<file path="config.mk">
export PLATFORM = sky130hd
export DESIGN_NAME = bp_me_wormhole_mem_resp_sched_flat
export DESIGN_NICKNAME = d
export VERILOG_FILES = /design/src/rtl/bp_me_wormhole_mem_resp_sched_if.sv /design/src/rtl/bp_me_wormhole_mem_resp_sched.sv /design/src/flat_wrapper.sv
export SDC_FILE = /design/constraint.sdc
export NUM_CORES = 1
export LEC_CHECK = 0
export CAP_MARGIN = 20
export CORE_AREA = 8 8 523 525
export DETAILED_ROUTE_END_ITERATION = 8
export DIE_AREA = 0 0 531 533
export PLACE_DENSITY_LB_ADDON = 0.1
export SKIP_CTS_REPAIR_TIMING = 1
export SLEW_MARGIN = 25
export SYNTH_ARGS = -nofsm -noshare
export SYNTH_HDL_FRONTEND = slang
export SYNTH_SLANG_ARGS = --single-unit
export TNS_END_PERCENT = 5
</file>
<file path="constraint.sdc">
create_clock -name clk_i -period 2.7 [get_ports clk_i]
set_input_delay 0.27 -clock clk_i [delete_from_list [all_inputs] [get_ports clk_i]]
set_output_delay 0.27 -clock clk_i [all_outputs]
set_load 0.1 [all_outputs]
</file>
<file path="src/rtl/bp_me_wormhole_mem_resp_sched_if.sv">
// Request/link bundle for the mem-resp wormhole scheduler.
// The slave side is the scheduler; the master side is the requesters plus the link sink.
interface bp_me_wormhole_mem_resp_sched_if #(
    parameter int num_src_p      = 2,
    parameter int flit_width_p   = 64,
    parameter int packet_width_p = 640,
    parameter int len_width_p    = 4
) ();
    localparam int ID_W = (num_src_p > 1) ? $clog2(num_src_p) : 1;

    logic [num_src_p*packet_width_p-1:0] packet_i;
    logic [num_src_p*len_width_p-1:0]    len_i;
    logic [num_src_p-1:0]                v_i;
    logic [num_src_p-1:0]                yumi_o;
    logic [flit_width_p-1:0]             link_data_o;
    logic                                link_v_o;
    logic                                link_ready_i;
    logic [ID_W-1:0]                     grant_id_o;

    modport slave (
        input  packet_i, len_i, v_i, link_ready_i,
        output yumi_o, link_data_o, link_v_o, grant_id_o
    );

    modport master (
        output packet_i, len_i, v_i, link_ready_i,
        input  yumi_o, link_data_o, link_v_o, grant_id_o
    );
endinterface

</file>
<file path="src/rtl/bp_me_wormhole_mem_resp_sched.sv">
// Round-robin scheduler serialising pre-encoded mem-resp packets from several
// requesters onto one wormhole link, one whole packet at a time.
module bp_me_wormhole_mem_resp_sched #(
    parameter int num_src_p      = 2,
    parameter int flit_width_p   = 64,
    parameter int packet_width_p = 640,
    parameter int len_width_p    = 4
) (
    input  logic                          clk_i,
    input  logic                          reset_n_i,
    bp_me_wormhole_mem_resp_sched_if.slave io
);
    localparam int ID_W  = (num_src_p > 1) ? $clog2(num_src_p) : 1;
    localparam int FLITS = 2 ** len_width_p;
    localparam int PAD_W = FLITS * flit_width_p;

    localparam logic [0:0] IDLE = 1'b0;
    localparam logic [0:0] SEND = 1'b1;

    logic [0:0]                r_state;
    logic [ID_W-1:0]           r_last_grant;
    logic [ID_W-1:0]           r_id;
    logic [packet_width_p-1:0] r_packet;
    logic [len_width_p-1:0]    r_len;
    logic [len_width_p-1:0]    r_cnt;
    logic                      r_ready;

    logic [packet_width_p-1:0] w_pkt_slot [num_src_p];
    logic [len_width_p-1:0]    w_len_slot [num_src_p];
    logic [flit_width_p-1:0]   w_flit     [FLITS];
    logic [PAD_W-1:0]          w_padded;
    logic [ID_W-1:0]           w_ptr;
    logic [ID_W-1:0]           w_win;
    logic                      w_any;
    logic                      w_accept;
    logic                      w_send;
    logic [num_src_p-1:0]      w_onehot;

    for (genvar g = 0; g < num_src_p; g++) begin : g_slot
        assign w_pkt_slot[g] = io.packet_i[g*packet_width_p +: packet_width_p];
        assign w_len_slot[g] = io.len_i[g*len_width_p +: len_width_p];
    end

    // Flit indices past the end of the packet read as zero padding.
    if (packet_width_p >= PAD_W) begin : g_trunc
        assign w_padded = r_packet[PAD_W-1:0];
    end else begin : g_pad
        assign w_padded = {{(PAD_W-packet_width_p){1'b0}}, r_packet};
    end

    for (genvar g = 0; g < FLITS; g++) begin : g_flit
        assign w_flit[g] = w_padded[g*flit_width_p +: flit_width_p];
    end

    // Round-robin search starting one past the last winner, wrapping at num_src_p.
    always_comb begin
        w_any = 1'b0;
        w_win = '0;
        w_ptr = r_last_grant;
        for (int unsigned k = 0; k < num_src_p; k++) begin
            w_ptr = (w_ptr == ID_W'(num_src_p - 1)) ? '0 : w_ptr + 1'b1;
            if (!w_any && io.v_i[w_ptr]) begin
                w_any = 1'b1;
                w_win = w_ptr;
            end
        end
    end

    // r_ready keeps the scheduler quiet for the first cycle after reset release.
    assign w_accept = reset_n_i && r_ready && (r_state == IDLE) && w_any;
    assign w_send   = reset_n_i && (r_state == SEND);

    always_comb begin
        w_onehot        = '0;
        w_onehot[w_win] = 1'b1;
    end

    assign io.yumi_o      = w_accept ? w_onehot : '0;
    assign io.link_v_o    = w_send;
    assign io.link_data_o = w_send ? w_flit[r_cnt] : '0;
    assign io.grant_id_o  = w_send ? r_id : '0;

    always_ff @(posedge clk_i) begin
        if (!reset_n_i) begin
            r_state      <= IDLE;
            r_cnt        <= '0;
            r_len        <= '0;
            r_packet     <= '0;
            r_id         <= '0;
            r_last_grant <= ID_W'(num_src_p - 1);
            r_ready      <= 1'b0;
        end else begin
            r_ready <= 1'b1;
            case (r_state)
                IDLE: begin
                    if (w_accept) begin
                        r_packet     <= w_pkt_slot[w_win];
                        r_len        <= w_len_slot[w_win];
                        r_id         <= w_win;
                        r_last_grant <= w_win;
                        r_cnt        <= '0;
                        r_state      <= SEND;
                    end
                end
                SEND: begin
                    if (io.link_ready_i) begin
                        if (r_cnt == r_len) begin
                            r_state <= IDLE;
                        end else begin
                            r_cnt <= r_cnt + 1'b1;
                        end
                    end
                end
                default: r_state <= IDLE;
            endcase
        end
    end
endmodule

</file>
<file path="src/flat_wrapper.sv">
// flat-port wrapper written by rule: the top's interface ports become plain ports
module bp_me_wormhole_mem_resp_sched_flat 
#(
    parameter int num_src_p      = 2,
    parameter int flit_width_p   = 64,
    parameter int packet_width_p = 640,
    parameter int len_width_p    = 4
)
  (clk_i, reset_n_i, io_packet_i, io_len_i, io_v_i, io_link_ready_i, io_yumi_o, io_link_data_o, io_link_v_o, io_grant_id_o);
  bp_me_wormhole_mem_resp_sched_if #(.num_src_p(num_src_p), .flit_width_p(flit_width_p), .packet_width_p(packet_width_p), .len_width_p(len_width_p)) io_i ();
  input  logic clk_i;
  input  logic reset_n_i;
  input wire logic [$bits(io_i.packet_i)-1:0] io_packet_i;
  input wire logic [$bits(io_i.len_i)-1:0] io_len_i;
  input wire logic [$bits(io_i.v_i)-1:0] io_v_i;
  input wire logic [$bits(io_i.link_ready_i)-1:0] io_link_ready_i;
  output wire logic [$bits(io_i.yumi_o)-1:0] io_yumi_o;
  output wire logic [$bits(io_i.link_data_o)-1:0] io_link_data_o;
  output wire logic [$bits(io_i.link_v_o)-1:0] io_link_v_o;
  output wire logic [$bits(io_i.grant_id_o)-1:0] io_grant_id_o;
  assign io_i.packet_i = io_packet_i;
  assign io_i.len_i = io_len_i;
  assign io_i.v_i = io_v_i;
  assign io_i.link_ready_i = io_link_ready_i;
  assign io_yumi_o = io_i.yumi_o;
  assign io_link_data_o = io_i.link_data_o;
  assign io_link_v_o = io_i.link_v_o;
  assign io_grant_id_o = io_i.grant_id_o;
  bp_me_wormhole_mem_resp_sched #(.num_src_p(num_src_p), .flit_width_p(flit_width_p), .packet_width_p(packet_width_p), .len_width_p(len_width_p)) u_core (.clk_i(clk_i), .reset_n_i(reset_n_i), .io(io_i));
endmodule
</file>
After elaboration in Yosys (flattened, before gate mapping)
Cells that the tools add are included.
- register bits: 652
- output and inout port bits: 68
- word-level logic and storage cells: 65
- add/subtract/negate cells: 3
- magnitude comparators: 6
- equality and inequality tests: 4
- mux-type cells: 33
- bitwise operators: 3
- reduce and logical (&&, ||, !) cells: 9
- operators by type and width (kind ; number):
    640-bit 2-to-1 mux ; 3
    64-bit binary-select mux with 4-bit select ; 1
    64-bit 2-to-1 mux ; 3
    4-bit 2-to-1 mux ; 6
    1-bit 2-to-1 mux ; 16
    4-bit one-hot mux with 2 select lines ; 1
    1-bit logical AND ; 6
    1-bit by 2-bit < comparator with 1-bit output (second input constant) ; 3
    5-bit >= comparator (second input constant) ; 1
    4-bit NOT with 5-bit output ; 1
    4-bit by 1-bit adder with 4-bit output (second input constant) ; 1
    4-bit equality test ; 1
    2-bit inequality test (second input constant) ; 2
    3-bit AND reduction ; 1
    1-bit adder (second input constant) ; 2
    2-bit >= comparator (second input constant) ; 1
    2-bit 2-to-1 mux ; 1
    2-bit by 1-bit inequality test with 1-bit output (second input constant) ; 1
    1-bit NOT with 2-bit output ; 1
    1-bit one-hot mux with 2 select lines ; 1
    2-bit AND reduction ; 1
    1-bit demux with 1-bit select ; 1
    1-bit >= comparator (second input constant) ; 1
    1-bit logical NOT ; 1
    1-bit NOT ; 1

Logic depth before layout (Yosys ltp)
- word-level depth: 13
- gate-level depth with buffers: 8

Least setup slack after synthesis
Ideal clock, no wire load.
- kind: register -> output
- from: reg u_core.r_cnt[0]
- to: out io_link_data_o[60]
- data arrival time: 2.195 ns
- required time: 2.430 ns
- slack: 0.235 ns
- stages on the path, launching flop included: 7
- buffers on the path: 3
- path through: dfxtp_1 -> buf_2 -> buf_2 -> buf_2 -> mux4_2 -> a22oi_1 -> nand2_1
- longest elaborated chain between the ends: 5
- ends and longest elaborated chain (item ; line ; text):
    from (decl) ; bp_me_wormhole_mem_resp_sched.sv:25 ; logic [len_width_p-1:0] r_cnt;
    from (signal assigned) ; bp_me_wormhole_mem_resp_sched.sv:110 ; r_cnt <= r_cnt + 1'b1;
    4-bit NOT with 5-bit output (not written as such) ; bp_me_wormhole_mem_resp_sched.sv:80 ; assign io.link_data_o = w_send ? w_flit[r_cnt] : '0;
    64-bit binary-select mux with 4-bit select ; bp_me_wormhole_mem_resp_sched.sv:80 ;
    64-bit 2-to-1 mux (not written as such) (2 in series) ; bp_me_wormhole_mem_resp_sched.sv:80 ;
    64-bit 2-to-1 mux ; bp_me_wormhole_mem_resp_sched.sv:80 ;
    to (decl) ; flat_wrapper.sv:18 ; output wire logic [$bits(io_i.link_data_o)-1:0] io_link_data_o;
Every way passes these cells. The select of a mux whose other input is x is not followed.

Worst setup path after layout
- from: reg u_core.r_cnt[0]
- to: out io_link_data_o[20]
The elaborated chain is that of the path after synthesis.

==> flow_results.org <==
** Layout
- In the final layout, the share of cells above drive strength 1 is 0.1702.
- Post-route cell area :: 51940 µm²
- Syn-to-layout area delta :: 80.79%
- The filler cells instantiated in the layout total 29239.
- Number of nets in the layout :: 5334

** Power and ir drop
- Ratio of total power to cell area :: 536.8 nW/µm²
- The analysis attributes to cell leakage a power of 18.06 nW.
- Across the VDD grid, the largest voltage drop is 0.4735 mV.

** Hold path
- Kind of path behind the tightest hold check :: in -> reg

** STA
- Fmax achieved :: 0.3278 GHz
- Subtracting the final worst setup slack from the clock period gives 3.050 ns.
- Fin worst setup slack :: -0.3502 ns
- The number of pins exceeding their max-slew limit in the final report came to 0.
- Hold WS :: 0.1785 ns
- Hold violation total from the final report :: 0
- On the final layout, the worst clock skew is 0.04815 ns.
- RSZ-0062 raised after global routing :: true
- Remaining max-slew budget at the tightest pin :: 0.5491
- Finish-stage setup viols :: 64
- Worst Max-Slew Pin Slew :: 0.6763 ns
- Dividing the final minimum period by the clock period gives 1.130.

** Floorplan
- Core footprint :: 265800 µm²
- Count of standard-cell rows :: 190
- The die covers 283000 µm².
- IO Pins :: 1361
- Overall die width :: 531 µm
- Die Span Y :: 533 µm
- Initial cell density of the core :: 0.1081

** Clock network
- Root Buffer :: sky130_fd_sc_hd__clkbuf_16
- TritonCTS clock tree :: done
- Clock tree synthesis found a total of 652 sinks.
- Clock-pin slew on the worst setup and hold paths :: 0.06 ns
- No sink is reached through more buffers than the 3 on the longest clock path.
- The H-tree generated during clock tree synthesis spans 3 levels.
- The later pin in the worst-skew pair is clocked with a latency of 0.73 ns.
- Counting the buffers created by CTS gives 98.

** Critical path
- The worst setup path is launched from a flop.
- Data on the critical path is required at its endpoint by 2.43 ns.
- Crit. End Element :: output pin
- Data arrives at the worst endpoint at 2.78 ns.
- Crit Path Max Fanout :: 13
- The worst setup path is of the reg -> out kind.

** Drt
- The first TritonRoute pass finished after 9 iterations.
- Summing over every cut layer, the via total after detailed routing is 32251.
- Count of unresolved DRC violations after routing :: 7
- Detailed Route WL :: 248.2 mm
- DR iter-0 viols :: 4701
- DRT antenna net count :: 0
- In the final routed layout, each cell accounts on average for 32.18 µm.
- Number of vias per cell :: 4.182

** Place
- Final RePlAce weighted congestion :: 0.8137
- During placement, the flow inserted port buffers numbering 1360.
- DP Area :: 47990 µm²
- After legalization and detailed placement, the total HPWL measured 198.6 mm.

** Outcome
- Run status :: finished, violations left
- The checks that failed: design-rule violations, negative setup slack.

** Logic synthesis
- Of the synthesized area, sequential elements account for 0.4543.
- In the synthesized netlist, the number of instances is 2713.
- During synthesis, Yosys emitted a total of 0 warnings.
- Synthesis produced a netlist with a net count of 4007.
- Post-synthesis instance area :: 28730 µm²
- Each instance of the synthesized netlist takes up on average 10.59 µm².
- After synthesis the netlist holds a flip-flop and latch count of 652.
- Number of library cell types mapped by synthesis :: 34

** GRT
- Antenna violations before repair :: 197
- Overall fraction of global-route tracks in use :: 0.1644
- Entering global routing, the biggest net connects 100 pins.
- The via count of the first global-routing pass is 33067.
- Wire length of the first global-routing pass :: 321.6 mm
- Remaining global-route overflow :: 0

** Flow run
- Max-capacitance violation count :: 0
[per-stage QoR]
step / setup TNS [ns] / cells / setup slack [ns] / util / total power [W]
finish: -16.37 / 7712 / -0.3502 / 0.1954 / 0.02788
global route: -26.51 / 7672 / -0.5182 / 0.1951 / 0.02916
CTS: -32.18 / 7640 / -0.7413 / 0.1925 / 0.02856
detailed placement: -0.06958 / 7467 / -0.06958 / 0.1805 / 0.01517
global placement: -0.08658 / 7467 / -0.08658 / 0.1805 / 0.01518
floorplan: 0 / 2713 / 0.2351 / - / 0.01205
[synth_stat cells, drive strengths merged]
library cell | number | area share
a211o | 1 | 0.00030
a211oi | 1 | 0.00026
a222oi | 644 | 0.22
a22oi | 64 | 0.017
a31oi | 1 | 0.00022
and3 | 2 | 0.00044
and3b | 1 | 0.00030
and4 | 1 | 0.00030
buf | 181 | 0.047
clkbuf | 164 | 0.021
dfxtp | 652 | 0.45
ha | 1 | 0.00044
inv | 4 | 0.00052
mux2 | 64 | 0.025
mux4 | 128 | 0.10
nand2 | 136 | 0.018
nand2b | 1 | 0.00022
nor2 | 646 | 0.084
nor3 | 1 | 0.00035
nor3b | 1 | 0.00026
nor4 | 1 | 0.00022
nor4b | 1 | 0.00030
o211ai | 3 | 0.00078
o21a | 1 | 0.00026
o21ai | 4 | 0.00083
o31ai | 1 | 0.00026
o32ai | 1 | 0.00030
o41ai | 2 | 0.00061
xor2 | 5 | 0.0015
[kinds of logic (layout without fill, tap and decap cells)]
family | count (synthesis) | count (layout) | synth area share
muxes | 192 | 192 | 0.1254
AOI/OAI and AO/OA | 723 | 723 | 0.2449
DFF | 652 | 652 | 0.4543
and+or+nand+nor | 791 | 791 | 0.1046
xor gates and xnor gates | 5 | 5 | 0.001524
adders and majority gates | 1 | 1 | 0.0004354
buffers and inverters | 349 | 1749 | 0.06881
other | 0 | 47 | 0
[power by group]
group / total, W / internal (W) / leakage, nW / switching (W)
Combinational: 0.00460 / 0.00266 / 11.2 / 0.00194
Sequential: 0.0104 / 0.0101 / 5.30 / 0.000303
Clock: 0.0129 / 0.00753 / 1.55 / 0.00536
Total: 0.0279 / 0.0203 / 18.1 / 0.00760
[state kept, by name, indices dropped and copies added, names as in the netlist]
name / count
u_core.r_packet: 640
u_core.r_state: 1
u_core.r_len: 4
u_core.r_last_grant: 1
u_core.r_ready: 1
u_core.r_id: 1
u_core.r_cnt: 4
[cell usage in the layout, fill, tap and decap left out, drive strengths merged]
master,instances
and4,1
diode,47
mux4,128
a211oi,1
a31oi,1
clkinv,13
o41ai,2
o32ai,1
nand2b,1
a22oi,64
a211o,1
dfxtp,652
o31ai,1
o21ai,4
clkinvlp,2
o21a,1
nor2,646
mux2,64
nor4b,1
and3,2
nor3b,1
xor2,5
nor4,1
a222oi,644
clkbuf,159
clkdlybuf4s50,1292
ha,1
inv,7
nor3,1
and3b,1
o211ai,3
nand2,136
buf,276
[worst max-delay path, cell delays in order (launching register included)]
cell,delay [ns]
sky130_fd_sc_hd__dfxtp_4,0.43
sky130_fd_sc_hd__buf_16,0.20
sky130_fd_sc_hd__buf_12,0.20
sky130_fd_sc_hd__mux4_2,0.63
sky130_fd_sc_hd__a22oi_2,0.24
sky130_fd_sc_hd__nand2_1,0.12
sky130_fd_sc_hd__buf_12,0.18
[metal layers]
metal	GRT usage	share of wire	vias to the layer above
met4	0.03306	0.017	206
met3	0.07577	0.11	441
met2	0.2728	0.47	1689
met1	0.1949	0.40	16007
met5	0	0.0052	-
li1	-	-	13908
[path summary, 6_finish.rpt]
path                                             end               from  slack, ns  depth (start not counted)
worst min register to register           u_core.r_id        u_core.r_id       0.46                          2
worst min-delay path            u_core.r_packet[575]  io_packet_i[1215]       0.18                          3
worst max-delay path              io_link_data_o[20]    u_core.r_cnt[0]      -0.35                          6
worst max register to register   u_core.r_packet[33]     u_core.r_state       0.59                          7
[cell type report]
class	count	area, µm²	area share
repair buffers	1572	17090	0.3290
multi-input cells	1712	14040	0.2704
flip-flops and latches	652	13060	0.2515
well taps	3552	4444	0.08556
clock buffers	155	2979	0.05736
clock inverters	18	186.4	0.003589
diodes	47	117.6	0.002264
inverters	4	22.52	0.0004336
Note: power is estimated with default switching activity, not from simulation.
